[config.mk]
export PLATFORM = sky130hd
export DESIGN_NAME = eq_serial_ctrl_amisha
export DESIGN_NICKNAME = d
export VERILOG_FILES = /design/src/rtl/eq_serial_ctrl_amisha.sv
export SDC_FILE = /design/constraint.sdc
export NUM_CORES = 1
export LEC_CHECK = 0
export ABC_AREA = 1
export ABC_CLOCK_PERIOD_IN_PS = 2900
export BUFFER_PORTS_ARGS = -buffer_cell sky130_fd_sc_hd__buf_2
export CAP_MARGIN = 40
export CORE_ASPECT_RATIO = 0.7
export CORE_UTILIZATION = 50
export DETAILED_ROUTE_END_ITERATION = 6
export PLACE_DENSITY = 0.78
export SYNTH_ARGS = -nofsm -noshare
export SYNTH_HDL_FRONTEND = slang
export SYNTH_SLANG_ARGS = --single-unit
[constraint.sdc]
create_clock -name clk_amisha -period 2.9 [get_ports clk_amisha]
set_clock_uncertainty 0.2 [all_clocks]
set_input_delay 0.29 -clock clk_amisha [delete_from_list [all_inputs] [get_ports clk_amisha]]
set_output_delay 0.29 -clock clk_amisha [all_outputs]
set_load 0.02 [all_outputs]
[src/rtl/eq_serial_ctrl_amisha.sv]
`timescale 1ns/1ps
`default_nettype none
// ============================================================================
// Module      : eq_serial_ctrl_amisha
// Description : Sequential word-equality controller. Compares two WIDTH-bit
//               operands two bits per cycle through a single shared 2-bit
//               equality slice, LSB pair first, stopping at the first
//               mismatching pair. The result is flagged with a one-cycle
//               done pulse.
// Ports       : clk_amisha     - clock, rising edge
//               rst_n_amisha   - synchronous active-low reset
//               start_amisha   - request, sampled only while idle
//               a_amisha       - operand A, captured on accepted start
//               b_amisha       - operand B, captured on accepted start
//               busy_amisha    - high while comparing and in the done cycle
//               done_amisha    - one-cycle result-valid pulse
//               aeqb_amisha    - 1 = operands equal, held until next start
//               mm_idx_amisha  - first mismatching pair index
//                                (only when EQ_MISMATCH_IDX_EN is defined)
// Options     : EQ_MISMATCH_IDX_EN - adds the mismatch index output
// Revision    : 1.0 - initial release
// ============================================================================
module eq_serial_ctrl_amisha #(
    parameter int WIDTH = 16,                                      // even, >= 2
    parameter int IDXW  = ((WIDTH / 2) > 1) ? $clog2(WIDTH / 2) : 1
) (
    input  logic             clk_amisha,
    input  logic             rst_n_amisha,
    input  logic             start_amisha,
    input  logic [WIDTH-1:0] a_amisha,
    input  logic [WIDTH-1:0] b_amisha,
    output logic             busy_amisha,
    output logic             done_amisha,
    output logic             aeqb_amisha
`ifdef EQ_MISMATCH_IDX_EN
    ,
    output logic [IDXW-1:0]  mm_idx_amisha
`endif
);

    localparam int NP = WIDTH / 2;

    // Index of the last pair; the compare always leaves CMP here at the latest,
    // so the pair counter never wraps.
    localparam logic [IDXW-1:0] c_LAST_IDX = IDXW'(NP - 1);

    localparam logic [1:0] S_IDLE = 2'd0;
    localparam logic [1:0] S_CMP  = 2'd1;
    localparam logic [1:0] S_DONE = 2'd2;

    logic [1:0]       r_state;
    logic [IDXW-1:0]  r_idx;
    logic [WIDTH-1:0] r_a;
    logic [WIDTH-1:0] r_b;
    logic             r_busy;
    logic             r_done;
    logic             r_aeqb;
`ifdef EQ_MISMATCH_IDX_EN
    logic [IDXW-1:0]  r_mm_idx;
`endif

    logic [1:0]       w_a_pair;
    logic [1:0]       w_b_pair;
    logic             w_eq_pair;

    // Select the current pair from the captured operands.
    always_comb begin
        w_a_pair = 2'b00;
        w_b_pair = 2'b00;
        for (int p = 0; p < NP; p++) begin
            if (r_idx == IDXW'(p)) begin
                w_a_pair = r_a[2*p +: 2];
                w_b_pair = r_b[2*p +: 2];
            end
        end
    end

    // Shared 2-bit equality slice.
    assign w_eq_pair = (w_a_pair[0] ~^ w_b_pair[0]) & (w_a_pair[1] ~^ w_b_pair[1]);

    always_ff @(posedge clk_amisha) begin
        if (!rst_n_amisha) begin
            r_state  <= S_IDLE;
            r_idx    <= '0;
            r_a      <= '0;
            r_b      <= '0;
            r_busy   <= 1'b0;
            r_done   <= 1'b0;
            r_aeqb   <= 1'b0;
`ifdef EQ_MISMATCH_IDX_EN
            r_mm_idx <= '0;
`endif
        end else begin
            case (r_state)
                S_IDLE: begin
                    if (start_amisha) begin
                        r_a      <= a_amisha;
                        r_b      <= b_amisha;
                        r_idx    <= '0;
                        r_busy   <= 1'b1;
                        r_aeqb   <= 1'b0;   // stale result cleared until the new one lands
`ifdef EQ_MISMATCH_IDX_EN
                        r_mm_idx <= '0;
`endif
                        r_state  <= S_CMP;
                    end
                end

                S_CMP: begin
                    if (!w_eq_pair) begin
                        r_aeqb   <= 1'b0;
`ifdef EQ_MISMATCH_IDX_EN
                        r_mm_idx <= r_idx;
`endif
                        r_done   <= 1'b1;
                        r_state  <= S_DONE;
                    end else if (r_idx == c_LAST_IDX) begin
                        r_aeqb   <= 1'b1;
`ifdef EQ_MISMATCH_IDX_EN
                        r_mm_idx <= '0;
`endif
                        r_done   <= 1'b1;
                        r_state  <= S_DONE;
                    end else begin
                        r_idx    <= r_idx + IDXW'(1);
                    end
                end

                S_DONE: begin
                    // Start is ignored here because the requester still sees busy.
                    r_done  <= 1'b0;
                    r_busy  <= 1'b0;
                    r_state <= S_IDLE;
                end

                default: begin
                    r_done  <= 1'b0;
                    r_busy  <= 1'b0;
                    r_state <= S_IDLE;
                end
            endcase
        end
    end

    assign busy_amisha   = r_busy;
    assign done_amisha   = r_done;
    assign aeqb_amisha   = r_aeqb;
`ifdef EQ_MISMATCH_IDX_EN
    assign mm_idx_amisha = r_mm_idx;
`endif

endmodule
`default_nettype wire

==> After elaboration in Yosys (flattened, before gate mapping) <==
Cells that the tools add are included.
Widths: inputs -> output; s select.
{ "totals": {"reg_bits": 40, "latchBits": 0, "ram_bits": 0, "mem_bits_ro": 0, "input_bits": 35, "out_inout_bits": 3, "elab_cells": 66, "n_memories": 0} }
{ "op_classes": {"addsub": 1, "mul": 0, "div": 0, "magnitude_cmp": 0, "n_eq_ne": 12, "shift": 0, "mux": 32, "n_bitwise": 5, "n_reduce_logical": 9} }
{ "op_table": {"columns": ["op", "count"], "rows": [
  ["$mux 2", 19],
  ["$eq 3x3->1 const B", 4],
  ["$mux 3", 3],
  ["$reduce_and 2->1", 4],
  ["$eq 3x2->1 const B", 2],
  ["$ne 2x2->1 const B", 3],
  ["$pmux 1 s2", 3],
  ["$pmux 3 s2", 1],
  ["$mux 1", 5],
  ["$pmux 2 s2", 1],
  ["$reduce_and 4->1", 1],
  ["$add 3x1->3 const B", 1],
  ["$eq 3x1->1 const B", 1],
  ["$logic_not 3->1", 1],
  ["$ne 3x3->1 const B", 1],
  ["$reduce_and 3->1", 1],
  ["$eq 2x1->1 const B", 1],
  ["$logic_not 2->1", 1],
  ["$not 1->1", 2],
  ["$reduce_bool 2->1", 1],
  ["$xnor 1x1->1", 2],
  ["$and 1x1->1", 1]
]} }

==> Logic depth before layout (Yosys ltp) <==
{ "logic_depth": {"ltp_word": 13, "depth_mapped": 20, "depth_no_buf": 20} }

==> Worst setup path after synthesis <==
OpenSTA, ideal clock, no wires.
{ "synth_path": {"kind": "flip-flop to flip-flop", "startpoint": "reg r_idx[2]", "endpoint": "reg r_idx[0]", "setup_ns": 0.115, "arrival_time_ns": 1.774, "setup_slack_ns": 0.811, "path_stages_with_launch": 18, "period_less_slack_ns": 2.089, "path_cell_list": "dfxtp_1 > buf_6 > inv_8 > ha_1 > inv_1 > o21ai_2 > inv_1 > nand2_1 > nand2_1 > nand2_1 > nand2_1 > nand2_2 > a21oi_2 > nand2_1 > nand2_2 > nand4_4 > a21oi_1 > nor2_1"} }
{ "synth_between": {"elab_chain_cells": 13} }
{ "synth_rtl": {"columns": ["item", "line", "source"], "rows": [
  ["start, declared", "52", "logic [IDXW-1:0] r_idx;"],
  ["start signal, assigned", "125", "r_idx <= r_idx + IDXW'(1);"],
  ["$logic_not 3->1", "71", "if (r_idx == IDXW'(p)) begin"],
  ["$mux 2 (8 in a row)", "71", null],
  ["$xnor 1x1->1", "79", "assign w_eq_pair = (w_a_pair[0] ~^ w_b_pair[0]) & (w_a_pair[1] ~^ w_b_pair[1]);"],
  ["$and 1x1->1", "79", null],
  ["$ne 2x2->1 (no source line)", null, null],
  ["$reduce_and 4->1 (no source line) (*)", null, null]
]} }
Mark *: on every way between the ends. The rest lies on a longest branch, timed or not.
A chain may end at the register's enable or synchronous reset.

==> Worst setup path in the final report <==
{ "layout_path": {"startpoint": "reg r_idx[0]", "endpoint": "reg r_done (netlist: done_amisha)"} }
{ "layout_between": {"elab_chain_cells": 13} }
{ "layout_rtl": {"columns": ["item", "line", "source"], "rows": [
  ["$logic_not 3->1", "71", null],
  ["$mux 2 (8 in a row)", "71", null],
  ["$xnor 1x1->1", "79", null],
  ["$and 1x1->1", "79", null],
  ["$mux 1 or $ne 3x3->1 (tied branches)", null, null],
  ["$pmux 1 s2 or $reduce_and 2->1 (tied branches)", null, null],
  ["end signal, assigned", "88", "r_done <= 1'b0;"],
  ["end signal, assigned", "115", "r_done <= 1'b1;"],
  ["end signal, assigned", "122", "r_done <= 1'b1;"],
  ["end, declared", "56", "logic r_done;"]
]} }
Several ways; a longest one is shown, not always the timed one.

==> results.yml <==
pwr:
  p_sw_share_pct: 43.8
  p_comb_share_pct: 49.5
  clkPwrFrac_pct: 18.1
  power_switching_mw: 1.10
  powerDensity_nw_per_um2: 1070
  ir_worst_vdd_mv: 0.721
  intPower_mw: 1.41
  p_seq_share_pct: 32.4
  p_leak_nw: 1.18
placement:
  place_ws_ps: 473
  io_buffers: 37
  dp_hpwl_um: 3100
  gp_congestion: 0.862
floorplanning:
  core.rowCount: 18
  die_area_um2: 4330
  die_h_um: 55.3
  coreArea_um2: 3690
  die_w_um: 78.2
  start_util_pct: 55.0
  pin_count: 38
setup_path:
  crit_type: "register to register"
  arrival_ps: 2430
  startpoint_type: "register"
  cp_max_fo: 5
  critPathCaptureType: "register"
  required_ps: 2900
run:
  max-cap-violations: 0
grt:
  overflow: 0
  grt_pass1_vias: 1781
  antenna_found_initial: 0
  grt_usage_pct: 22.2
  grt_start_max_net_pins: 42
  grt_pass1_wl_um: 7550
route:
  viasPerCell: 4.95
  drcViolationCount: 0
  ant_nets: 0
  first_pass_iters: 4
  routed_wl_um: 4310
  vias: 1932
  drtIter0Drc: 70
  wl_per_cell_um: 11.0
sta:
  fmaxAchievable_mhz: 410
  finalSetupTns_ps: 0
  setup_viol: 0
  finalCritPeriodShare_pct: 84.0
  period_needed_ps: 2440
  max_slew_margin_pct: 62.0
  worst_slew_pin_slew_ps: 570
  rsz0062_at_grt: "false"
  finalHoldViolCount: 0
  maxSlewViolCount: 0
  whs_ps: 33.8
  fin_ws_ps: 463
yosys:
  synth-edff-count: 0
  synth_cells: 306
  synth_top_cell_by_area: "dfxtp_1"
  synth_cell_types: 24
  netlist_area_um2: 2030
  synth.most_common_cell: "nor2_1"
  synthArstFlopShare_pct: 0
  ys_seq_area_share_pct: 39.4
  synthFlopType: "dfxtp_1"
  synthTopCellsByCount: "nor2_1, nand2_1, dfxtp_1, o21ai_0, inv_1"
  synth_nets: 347
  ys_seq_elements: 40
  netlist_top_cells_area: "dfxtp_1, nor2_1, nand2_1, o21ai_0, inv_1"
  synth.avg_cell_area_um2: 6.64
  synth_top_area_share_pct: 39.4
  yosysWarnings: 0
clocking:
  clock-sinks: 40
  postCtsResizedCells: 0
  clock_path_buffers: 2
  cts_made_buffers: 5
  insertion_delay_ps: 300
  root_buffer: "clkbuf_8"
  ctsHtreeMaxLevel: 2
  holdBufCountCts: 0
  path_clk_slew_ps: 80
  cts_tree: "built"
  cts_setup_buffers: 0
outcome:
  status: "complete, no violations"
finish:
  fill_cells: 365
  final_nets: 380
  drive_gt1_share_pct: 18.2
  areaGrowthSynthToFinish_pct: 15.3
  regArea_um2: 801
  diodes: 0
  multi_input_area_um2: 1040
min_path:
  hold_class: "input pin to register"
[cell families (layout without fill, tap and decap cells)]
logic type                 count (synthesis)  after routing  share of synthesized area (%)
buffers and inverters                     42             76                           9.36
AOI/OAI and AO/OA                         50             50                           13.3
DFF                                       40             40                           39.4
adders and majority gates                  6              6                           3.69
and+or+nand+nor                          168            168                           34.2
[per-stage QoR]
step                power [mW]  instances  instance area (µm²)  util (%)
global route              2.76        390                 2340      63.4
floorplan                 1.81        306                 2030         -
detailed placement        2.06        382                 2230      60.4
finish                    2.51        390                 2340      63.4
CTS                       2.53        390                 2340      63.4
global placement          2.02        381                 2220      60.0
[flip-flops by register name (all words and copies together), names as in the netlist]
register     cells
r_state          2
r_idx            3
r_b             16
aeqb_amisha      1
r_a             16
done_amisha      1
busy_amisha      1
[power by group through the flow]
| stage | clock [mW] | combinational (mW) | sequential, mW |
|---|---|---|---|
| 2_1_floorplan | 0 | 1.01 | 0.805 |
| 3_3_place_gp | 0 | 1.19 | 0.824 |
| 3_5_place_dp | 0 | 1.24 | 0.827 |
| 4_1_cts | 0.465 | 1.24 | 0.816 |
| 5_1_grt | 0.484 | 1.44 | 0.837 |
| 6_report | 0.455 | 1.24 | 0.815 |
[layer usage]
metal / wire [µm] / up-vias / track usage, %
met3: 210 / 7 / 6.78
met1: 2300 / 865 / 29.6
met5: 0 / - / 0
met2: 1730 / 37 / 33.5
li1: - / 1023 / -
met4: 68 / 0 / 8.47
[placed cells by master (no fill, tap or decap), drive strengths merged]
cell type,instances
clkinv,1
o211a,1
dfxtp,40
bufinv,1
clkinvlp,1
a21oi,10
nand4,1
nand3,18
o21ai,39
nor2,85
inv,28
nand2,64
ha,6
clkbuf,5
buf,40
[critical path, cell delays in order (launching register included)]
cell and delay [ps]:
dfxtp_1 340, ha_1 220, ha_1 260, inv_1 170
o21ai_1 80, inv_1 50, nand2_1 50, nand2_1 70
nand2_1 70, nand2_1 60, nand2_1 60, nand2_1 50
nand2_1 50, nand2_1 60, nand2_1 80, a21oi_1 200
nand2_1 70, nand3_1 110, nand2_1 70
[final timing paths]
check	startpoint	endpoint	slack [ps]	cells past startpoint
setup / recovery	r_idx[0]	done_amisha	460	18
hold / removal	b_amisha[14]	r_b[14]	30	3
setup reg to reg	r_idx[0]	done_amisha	460	18
hold reg to reg	busy_amisha	busy_amisha	270	2
[cell type report]
type                            count  share of cell area (%)
Multi-Input combinational cell    224                    44.4
Sequential cell                    40                    34.2
Timing Repair Buffer               40                    9.18
Inverter                           28                    4.81
Clock buffer                        5                    2.94
Tap cell                           50                    2.67
Clock inverter                      3                    1.82
No activity file was read; power rests on OpenSTA's default activity.
